**config.mk**
```make
export PLATFORM = sky130hd
export DESIGN_NAME = acorn_decryption_flat
export DESIGN_NICKNAME = d
export VERILOG_FILES = /design/src/rtl/acorn_decryption_if.sv /design/src/rtl/acorn_decryption.sv /design/src/flat_wrapper.sv
export SDC_FILE = /design/constraint.sdc
export NUM_CORES = 2
export LEC_CHECK = 0
export ABC_AREA = 1
export CORE_AREA = 2 2 332 334
export DETAILED_ROUTE_END_ITERATION = 7
export DIE_AREA = 0 0 334 336
export PLACE_DENSITY_LB_ADDON = 0.08
export REMOVE_ABC_BUFFERS = 1
export SLEW_MARGIN = 0
export SYNTH_ARGS = -nofsm -noshare
export SYNTH_HDL_FRONTEND = slang
export SYNTH_SLANG_ARGS = --single-unit
```
**constraint.sdc**
```tcl
create_clock -name clk -period 81.5 [get_ports clk]
set_clock_uncertainty 0.05 [all_clocks]
set_input_delay 8.15 -clock clk [delete_from_list [all_inputs] [get_ports clk]]
set_output_delay 8.15 -clock clk [all_outputs]
set_load 0.005 [all_outputs]
```
**src/rtl/acorn_decryption_if.sv**
```systemverilog
// acorn_decryption_if: request/result bundle for the ACORN-128 decryption stage.
// master drives start/state_in/cipher_in; slave returns busy/done/plain_out/state_out.
interface acorn_decryption_if;
  logic         start;
  logic [292:0] state_in;
  logic [127:0] cipher_in;
  logic         busy;
  logic         done;
  logic [127:0] plain_out;
  logic [292:0] state_out;

  modport master (
    output start, state_in, cipher_in,
    input  busy, done, plain_out, state_out
  );

  modport slave (
    input  start, state_in, cipher_in,
    output busy, done, plain_out, state_out
  );
endinterface

```
**src/rtl/acorn_decryption.sv**
```systemverilog
// acorn_decryption: bit-serial ACORN-128 decryption of one block plus padding.
// ports: clk, rst (async, active-high), bus (acorn_decryption_if.slave).
module ksg128 (
  input  logic [292:0] s,
  output logic         ks
);
  logic s61, s154, s193, s230;
  logic maj_t, ch_t;

  // keystream uses the linear-feedback-updated taps of the current state
  assign s61  = s[61]  ^ s[23]  ^ s[0];
  assign s154 = s[154] ^ s[111] ^ s[107];
  assign s193 = s[193] ^ s[160] ^ s[154];
  assign s230 = s[230] ^ s[196] ^ s[193];

  assign maj_t = (s[235] & s61) ^ (s[235] & s193)
               ^ (s61 & s193);
  assign ch_t  = (s230 & s[111]) ^ (~s230 & s[66]);
  assign ks    = s[12] ^ s154 ^ maj_t ^ ch_t;
endmodule

module state_update128 (
  input  logic [292:0] s,
  input  logic         ca,
  input  logic         cb,
  input  logic         mbit,
  input  logic         ks,
  output logic [292:0] s_nxt
);
  logic [292:0] t;
  logic         maj_f;
  logic         f;

  always_comb begin
    t      = s;
    t[289] = s[289] ^ s[235] ^ s[230];
    t[230] = s[230] ^ s[196] ^ s[193];
    t[193] = s[193] ^ s[160] ^ s[154];
    t[154] = s[154] ^ s[111] ^ s[107];
    t[107] = s[107] ^ s[66]  ^ s[61];
    t[61]  = s[61]  ^ s[23]  ^ s[0];
    maj_f  = (t[244] & t[23]) ^ (t[244] & t[160])
           ^ (t[23] & t[160]);
    f      = t[0] ^ ~t[107] ^ maj_f
           ^ (ca & t[196]) ^ (cb & ks) ^ mbit;
    s_nxt  = {f, t[292:1]};
  end
endmodule

module acorn_decryption #(
  parameter int PLEN   = 128,
  parameter int PADLEN = 256
) (
  input logic          clk,
  input logic          rst,
  acorn_decryption_if.slave bus
);
  localparam int KW = $clog2(PLEN);

  typedef enum logic [1:0] {
    IDLE, DEC, PAD, FIN
  } st_t;

  st_t          st_q, st_d;
  logic [8:0]   k_q;
  logic [292:0] s_q;
  logic [292:0] so_q;
  logic [127:0] c_q;
  logic [127:0] p_q;

  logic         ks;
  logic         ca, cb, mbit;
  logic [292:0] s_nxt;
  logic [KW-1:0] idx;
  logic         dec_last, pad_last;

  assign idx      = k_q[KW-1:0];
  assign dec_last = (k_q == 9'(PLEN - 1));
  assign pad_last = (k_q == 9'(PADLEN - 1));

  ksg128 u_ksg (
    .s  (s_q),
    .ks (ks)
  );

  state_update128 u_upd (
    .s     (s_q),
    .ca    (ca),
    .cb    (cb),
    .mbit  (mbit),
    .ks    (ks),
    .s_nxt (s_nxt)
  );

  always_ff @(posedge clk or posedge rst) begin
    if (rst) st_q <= IDLE;
    else     st_q <= st_d;
  end

  always_comb begin
    st_d = st_q;
    ca   = 1'b0;
    cb   = 1'b0;
    mbit = 1'b0;
    unique case (st_q)
      IDLE: if (bus.start) st_d = DEC;
      DEC: begin
        ca   = 1'b1;
        mbit = c_q[idx] ^ ks;
        if (dec_last) st_d = PAD;
      end
      PAD: begin
        ca   = (k_q < 9'(PADLEN / 2));
        mbit = (k_q == 9'd0);
        if (pad_last) st_d = FIN;
      end
      FIN: st_d = IDLE;
      default: st_d = IDLE;
    endcase
  end

  always_ff @(posedge clk or posedge rst) begin
    if (rst) begin
      k_q  <= '0;
      s_q  <= '0;
      so_q <= '0;
      c_q  <= '0;
      p_q  <= '0;
    end else begin
      unique case (st_q)
        IDLE: begin
          if (bus.start) begin
            s_q <= bus.state_in;
            c_q <= bus.cipher_in;
            k_q <= '0;
          end
        end
        DEC: begin
          p_q[idx] <= mbit;
          s_q      <= s_nxt;
          k_q      <= dec_last ? 9'd0 : k_q + 9'd1;
        end
        PAD: begin
          s_q <= s_nxt;
          k_q <= pad_last ? 9'd0 : k_q + 9'd1;
          if (pad_last) so_q <= s_nxt;
        end
        FIN: ;
        default: ;
      endcase
    end
  end

  assign bus.busy      = (st_q != IDLE);
  assign bus.done      = (st_q == FIN);
  assign bus.plain_out = p_q;
  assign bus.state_out = so_q;
endmodule

```
**src/flat_wrapper.sv**
```systemverilog
// flat-port wrapper written by rule: the top's interface ports become plain ports
module acorn_decryption_flat 
#(
  parameter int PLEN   = 128,
  parameter int PADLEN = 256
)
  (clk, rst, bus_start, bus_state_in, bus_cipher_in, bus_busy, bus_done, bus_plain_out, bus_state_out);
  acorn_decryption_if bus_i ();
  input logic clk;
  input logic rst;
  input wire logic [$bits(bus_i.start)-1:0] bus_start;
  input wire logic [$bits(bus_i.state_in)-1:0] bus_state_in;
  input wire logic [$bits(bus_i.cipher_in)-1:0] bus_cipher_in;
  output wire logic [$bits(bus_i.busy)-1:0] bus_busy;
  output wire logic [$bits(bus_i.done)-1:0] bus_done;
  output wire logic [$bits(bus_i.plain_out)-1:0] bus_plain_out;
  output wire logic [$bits(bus_i.state_out)-1:0] bus_state_out;
  assign bus_i.start = bus_start;
  assign bus_i.state_in = bus_state_in;
  assign bus_i.cipher_in = bus_cipher_in;
  assign bus_busy = bus_i.busy;
  assign bus_done = bus_i.done;
  assign bus_plain_out = bus_i.plain_out;
  assign bus_state_out = bus_i.state_out;
  acorn_decryption #(.PLEN(PLEN), .PADLEN(PADLEN)) u_core (.clk(clk), .rst(rst), .bus(bus_i));
endmodule
```
-- Word-level counts from Yosys, hierarchy flattened
Cells that the tools add are included.
- add/subtract/negate cells: 1
- magnitude comparators: 3
- eq/ne operators: 8
- multiplexer cells: 17
- bitwise gates (word level): 36
- reduce and logical (&&, ||, !) cells: 12
- operators by type and width (kind ; count):
    $pmux W293 S2 ; 1
    $mux W293 ; 1
    $bwmux W128 ; 1
    $mux W9 ; 3
    $pmux W9 S3 ; 1
    $xor A1 B1 Y1 ; 25
    $add A9 B1 Y9 const B ; 1
    $and A1 B1 Y1 ; 9
    $eq A9 B7 Y1 const B ; 1
    $eq A9 B8 Y1 const B ; 1
    $logic_not A9 Y1 ; 1
    $lt A9 B8 Y1 const B ; 1
    $lt A7 B8 Y1 const B ; 1
    $pmux W2 S4 ; 1
    $reduce_and A2 Y1 ; 4
    $bmux W1 S7 ; 1
    $demux W1 S7 ; 1
    $ge A7 B1 Y1 const B ; 1
    $mux W2 ; 3
    $eq A2 B2 Y1 const B ; 2
    $ne A2 B1 Y1 const B ; 2
    $pmux W1 S2 ; 2
    $reduce_bool A2 Y1 ; 2
    $reduce_and A3 Y1 ; 1
    8 further kinds ; 10
- flip-flop bits (word level): 853
- output and inout bits: 423

-- Logic depth before layout (Yosys ltp)
- word-level depth: 11
- depth in mapped cells: 23
- depth with buffers taken out: 20

-- Hierarchy
Synthesis repeated with hierarchy kept, for this count alone.
- cells, all modules: 4351
- area, all modules: 39522.9 µm²
- modules (own cells, without submodules) (module ; times used ; cells each ; area each (µm²)):
    acorn_decryption ; 1 ; 3956 ; 36859.1
    state_update128 ; 1 ; 334 ; 2401.1
    ksg128 ; 1 ; 61 ; 262.8

-- Worst setup path before layout
Ideal clock, no wire load.
- path type: in2reg
- start: in bus_start
- end: reg u_core.s_q[106]
- library setup time: 0.083 ns
- arrival time: 9.201 ns
- setup slack: 72.166 ns
- stages: 6
- path buffers: 2
- cells stage by stage: nand2_1 -> o21ai_1 -> clkbuf_1 -> clkbuf_1 -> o211ai_1 -> o21ai_0
- longest elaborated chain between the ends: 2
- RTL lines (item ; RTL line ; RTL):
    from (decl) ; flat_wrapper.sv:11 ; input wire logic [$bits(bus_i.start)-1:0] bus_start;
    $ne A2 B2 Y1 (no line) ; n/a ;
    $reduce_and A2 Y1 (no line) ; n/a ;
    to (signal assigned) ; acorn_decryption.sv:133 ; s_q <= bus.state_in;
    to (signal assigned) ; acorn_decryption.sv:140 ; s_q <= s_nxt;
    to (signal assigned) ; acorn_decryption.sv:144 ; s_q <= s_nxt;
    to (decl) ; acorn_decryption.sv:66 ; logic [292:0] s_q;
No other way between the ends.
A chain may end at the register's enable or synchronous reset.

==> flow_metrics.env <==
export IMPL_drv_cap=0
export IMPL_finalCritPeriodShare=0.142
export IMPL_io_pins=847
export IMPL_synth_area_per_cell_sq_um=9.13
export IMPL_die_area_sq_mm=0.112
export IMPL_ctsHoldBuffers=0
export IMPL_regToRegEndpoint="u_core.s_q[252]$_DFFE_PP0P_"
export IMPL_clk_latency_ns=0.67
export IMPL_finalMaxSlewViolations=0
export IMPL_netlist_area_sq_mm=0.0369
export IMPL_cts_path_max_buffers=3
export IMPL_gp_congestion=0.814
export IMPL_post_drt_via_cell_ratio=4.79
export IMPL_drc_errors=0
export IMPL_final_cell_count_no_fill=6242
export IMPL_power_density_mw_per_mm2=33.9
export IMPL_synth_cell_types=33
export IMPL_rr_worst_depth=8
export IMPL_hold_viol=0
export IMPL_layout_drive_gt1_share=0.0673
export IMPL_htree_levels=3
export IMPL_dp_cells=6051
export IMPL_max_slew_margin=0.155
export IMPL_status="complete, no violations"
export IMPL_yosysWarnings=0
export IMPL_required_ns=82.15
export IMPL_final_antenna_net_count=0
export IMPL_ir_drop_mv=0.0514
export IMPL_end_kind="asynchronous set/reset pin"
export IMPL_wl_per_cell_um=20.4
export IMPL_clock_fmax_mhz=86.6
export IMPL_coreArea_sq_mm=0.108
export IMPL_cts_tree="built"
export IMPL_critPathArrivalTime_ns=12.19
export IMPL_layout_nets=5168
export IMPL_crit_family="buffers and inverters"
export IMPL_cp_max_fo=99
export IMPL_die_height_um=336
export IMPL_hold_class="flip-flop to flip-flop"
export IMPL_synth_seq_area_share=0.578
export IMPL_fin_hold_ws_ns=0.430
export IMPL_worst_pin_slew_ns=1.27
export IMPL_start_util=0.340
export IMPL_cts_root_buf="clkbuf_16"
export IMPL_whs_endpoint="u_core.bus.state_out[160]$_DFFE_PP0P_"
export IMPL_grt_pass1_vias=29800
export IMPL_first_pass_iters=5
export IMPL_power_leakage_nw=21.8
export IMPL_critPathBufInv=6
export IMPL_rsz0062_at_grt="no"
export IMPL_reg2reg_setup_slack_ns=76.48
export IMPL_crit_slowest_cell="buf_4"
export IMPL_syn_to_final_growth_pct=34.1
export IMPL_dp_hpwl_mm=89.4
export IMPL_critPathKind="input port to asynchronous set/reset pin"
export IMPL_crit_top_cell="buf_4"
export IMPL_startpoint_type="input port"
export IMPL_min_from="u_core.bus.state_out[160]$_DFFE_PP0P_"
export IMPL_hold_path_depth=2
export IMPL_vias=29900
export IMPL_fill_cells=10600
export IMPL_critPathMaxStageDelay_ns=0.76
export IMPL_crit_chain="clkdlybuf4s50_1 > inv_8 > buf_4 > buf_4 > buf_4 > buf_4"
export IMPL_grt_total_usage=0.224
export IMPL_cts_sinks=853
export IMPL_r2r_start="u_core.st_q[0]$_DFFE_PP0P_"
export IMPL_grt_pass1_wl_mm=191
export IMPL_io_buffers=846
export IMPL_antenna_found_initial=38
export IMPL_post_route_min_period_ns=11.55
export IMPL_finalSetupViolCount=0
export IMPL_grt_max_degree=263
export IMPL_ys_ff_latch=853
export IMPL_postRouteWirelength_mm=127
export IMPL_cts_buffers=97
export IMPL_clk_pin_slew_ns=0.06
export IMPL_post_cts_resized=0
export IMPL_setup_tns_ns=0
export IMPL_syn_inst=4041
export IMPL_die_x_um=334
export IMPL_drt_iter0_drc=2135
export IMPL_rows=121
export IMPL_grt_overflow=0
export IMPL_cts_setup_buffers=0
## cell usage after synthesis
master	number	area, sq um
a211oi_1	2	15.0
a21oi_1	113	566
a21oi_2	10	87.6
a31oi_1	12	75.1
a31oi_2	100	1250
buf_1	20	75.1
buf_2	16	80.1
buf_4	5	37.5
buf_6	3	33.8
buf_8	10	150
clkbuf_1	238	893
clkinv_1	1	3.75
dfrtp_1	853	21300
ha_1	8	100
inv_1	460	1730
inv_2	5	18.8
nand2_1	943	3540
nand2_2	1	6.26
nand3_1	74	370
nand4_1	1	6.26
nor2_1	113	424
nor2_4	2	22.5
nor2_8	1	20.0
nor3_1	5	25.0
nor4_1	2	12.5
o211ai_1	284	2130
o21ai_0	725	3630
o21ai_1	9	45.0
o22ai_1	3	18.8
o41ai_1	1	8.76
or2_2	1	6.26
xnor2_1	6	52.6
xor2_1	14	123
## stage by stage
stage	util	total power, W	setup slack (ns)	area [sq um]
final	0.456	0.00168	69.95	49500
after global routing	0.456	0.00183	69.28	49500
after CTS	0.456	0.00171	69.82	49400
after detailed placement	0.427	0.00127	69.08	46300
after global placement	0.427	0.00125	69.07	46300
after floorplan	-	0.00124	49.33	35600
## cell usage in the layout (no fill, tap or decap), types with 3 or more instances in the layout
| master | synthesis | layout |
|---|---|---|
| clkbuf_8 | 0 | 21 |
| a21oi_1 | 113 | 113 |
| bufinv_16 | 0 | 4 |
| xor2_1 | 14 | 14 |
| inv_2 | 5 | 5 |
| o211ai_1 | 284 | 284 |
| dfrtp_1 | 853 | 852 |
| clkinv_2 | 0 | 20 |
| o21ai_0 | 725 | 725 |
| nor2_1 | 113 | 109 |
| clkbuf_16 | 0 | 97 |
| buf_12 | 0 | 3 |
| clkbuf_1 | 238 | 26 |
| nand3_1 | 74 | 74 |
| inv_1 | 460 | 458 |
| ha_1 | 8 | 7 |
| diode_2 | 0 | 16 |
| nand2_1 | 943 | 942 |
| clkdlybuf4s50_1 | 0 | 846 |
| o21ai_1 | 9 | 8 |
| inv_6 | 0 | 4 |
| nor2_4 | 2 | 3 |
| a21oi_2 | 10 | 10 |
| a31oi_1 | 12 | 12 |
| nor3_2 | 0 | 3 |
| o22ai_1 | 3 | 3 |
| xnor2_1 | 6 | 6 |
| a31oi_2 | 100 | 100 |
| buf_4 | 5 | 39 |
| nor2_2 | 0 | 3 |
## sequential cells by signal, summed over array words and instances, names as in the netlist
| name | cells |
|---|---|
| u_core.bus.plain_out | 128 |
| u_core.bus.state_out | 293 |
| u_core.c_q | 128 |
| u_core.k_q | 9 |
| u_core.s_q | 293 |
| u_core.st_q | 2 |
## how the worst max path moves through the flow
stage	slack, ns	end	cells past startpoint	from
after floorplan	49.33	u_core.bus.plain_out[0]$_DFFE_PP0P_	1	rst
final	69.95	u_core.s_q[248]$_DFFE_PP0P_	6	rst
after global placement	69.07	u_core.bus.state_out[247]$_DFFE_PP0P_	6	rst
after global routing	69.28	u_core.s_q[26]$_DFFE_PP0P_	6	rst
after CTS	69.82	u_core.bus.state_out[247]$_DFFE_PP0P_	6	rst
after detailed placement	69.08	u_core.s_q[248]$_DFFE_PP0P_	6	rst
## cell families (layout without fill, tap and decap cells)
logic type,Yosys count,in the layout,synth area share
fa+ha+maj,8,8,0.00271
flops,853,853,0.578
buf+inv,758,1529,0.0818
xor+xnor,20,20,0.00475
other cells,0,16,0
simple gates,1143,1143,0.120
compound gates,1259,1259,0.212
## power breakdown
group          switching [W]  internal [W]
clock               0.000181      0.000251
combinational       0.000468      0.000208
sequential         0.0000307      0.000540
total               0.000680      0.000998
## metal layers
layer,global-route usage,wire (um)
met1,0.268,51300
met2,0.382,62400
met3,0.0724,9710
met4,0.0727,3580
met5,0,278
## final cells by class
cell class	instances	area, sq um	share of cell area
sequential	853	21300	0.432
tap	1414	1770	0.0358
inverter	466	1760	0.0356
clock buffer	144	2810	0.0569
multi-input combinational	2430	12600	0.255
timing repair buffer	888	8820	0.178
clock inverter	31	307	0.00620
antenna	16	40.0	0.000809
## worst min-delay path, stage by stage, from the launching register on
cell	delay, ns
dfrtp_1	0.34
nand2_1	0.05
o21ai_0	0.06
(Power assumes the default switching activity.)
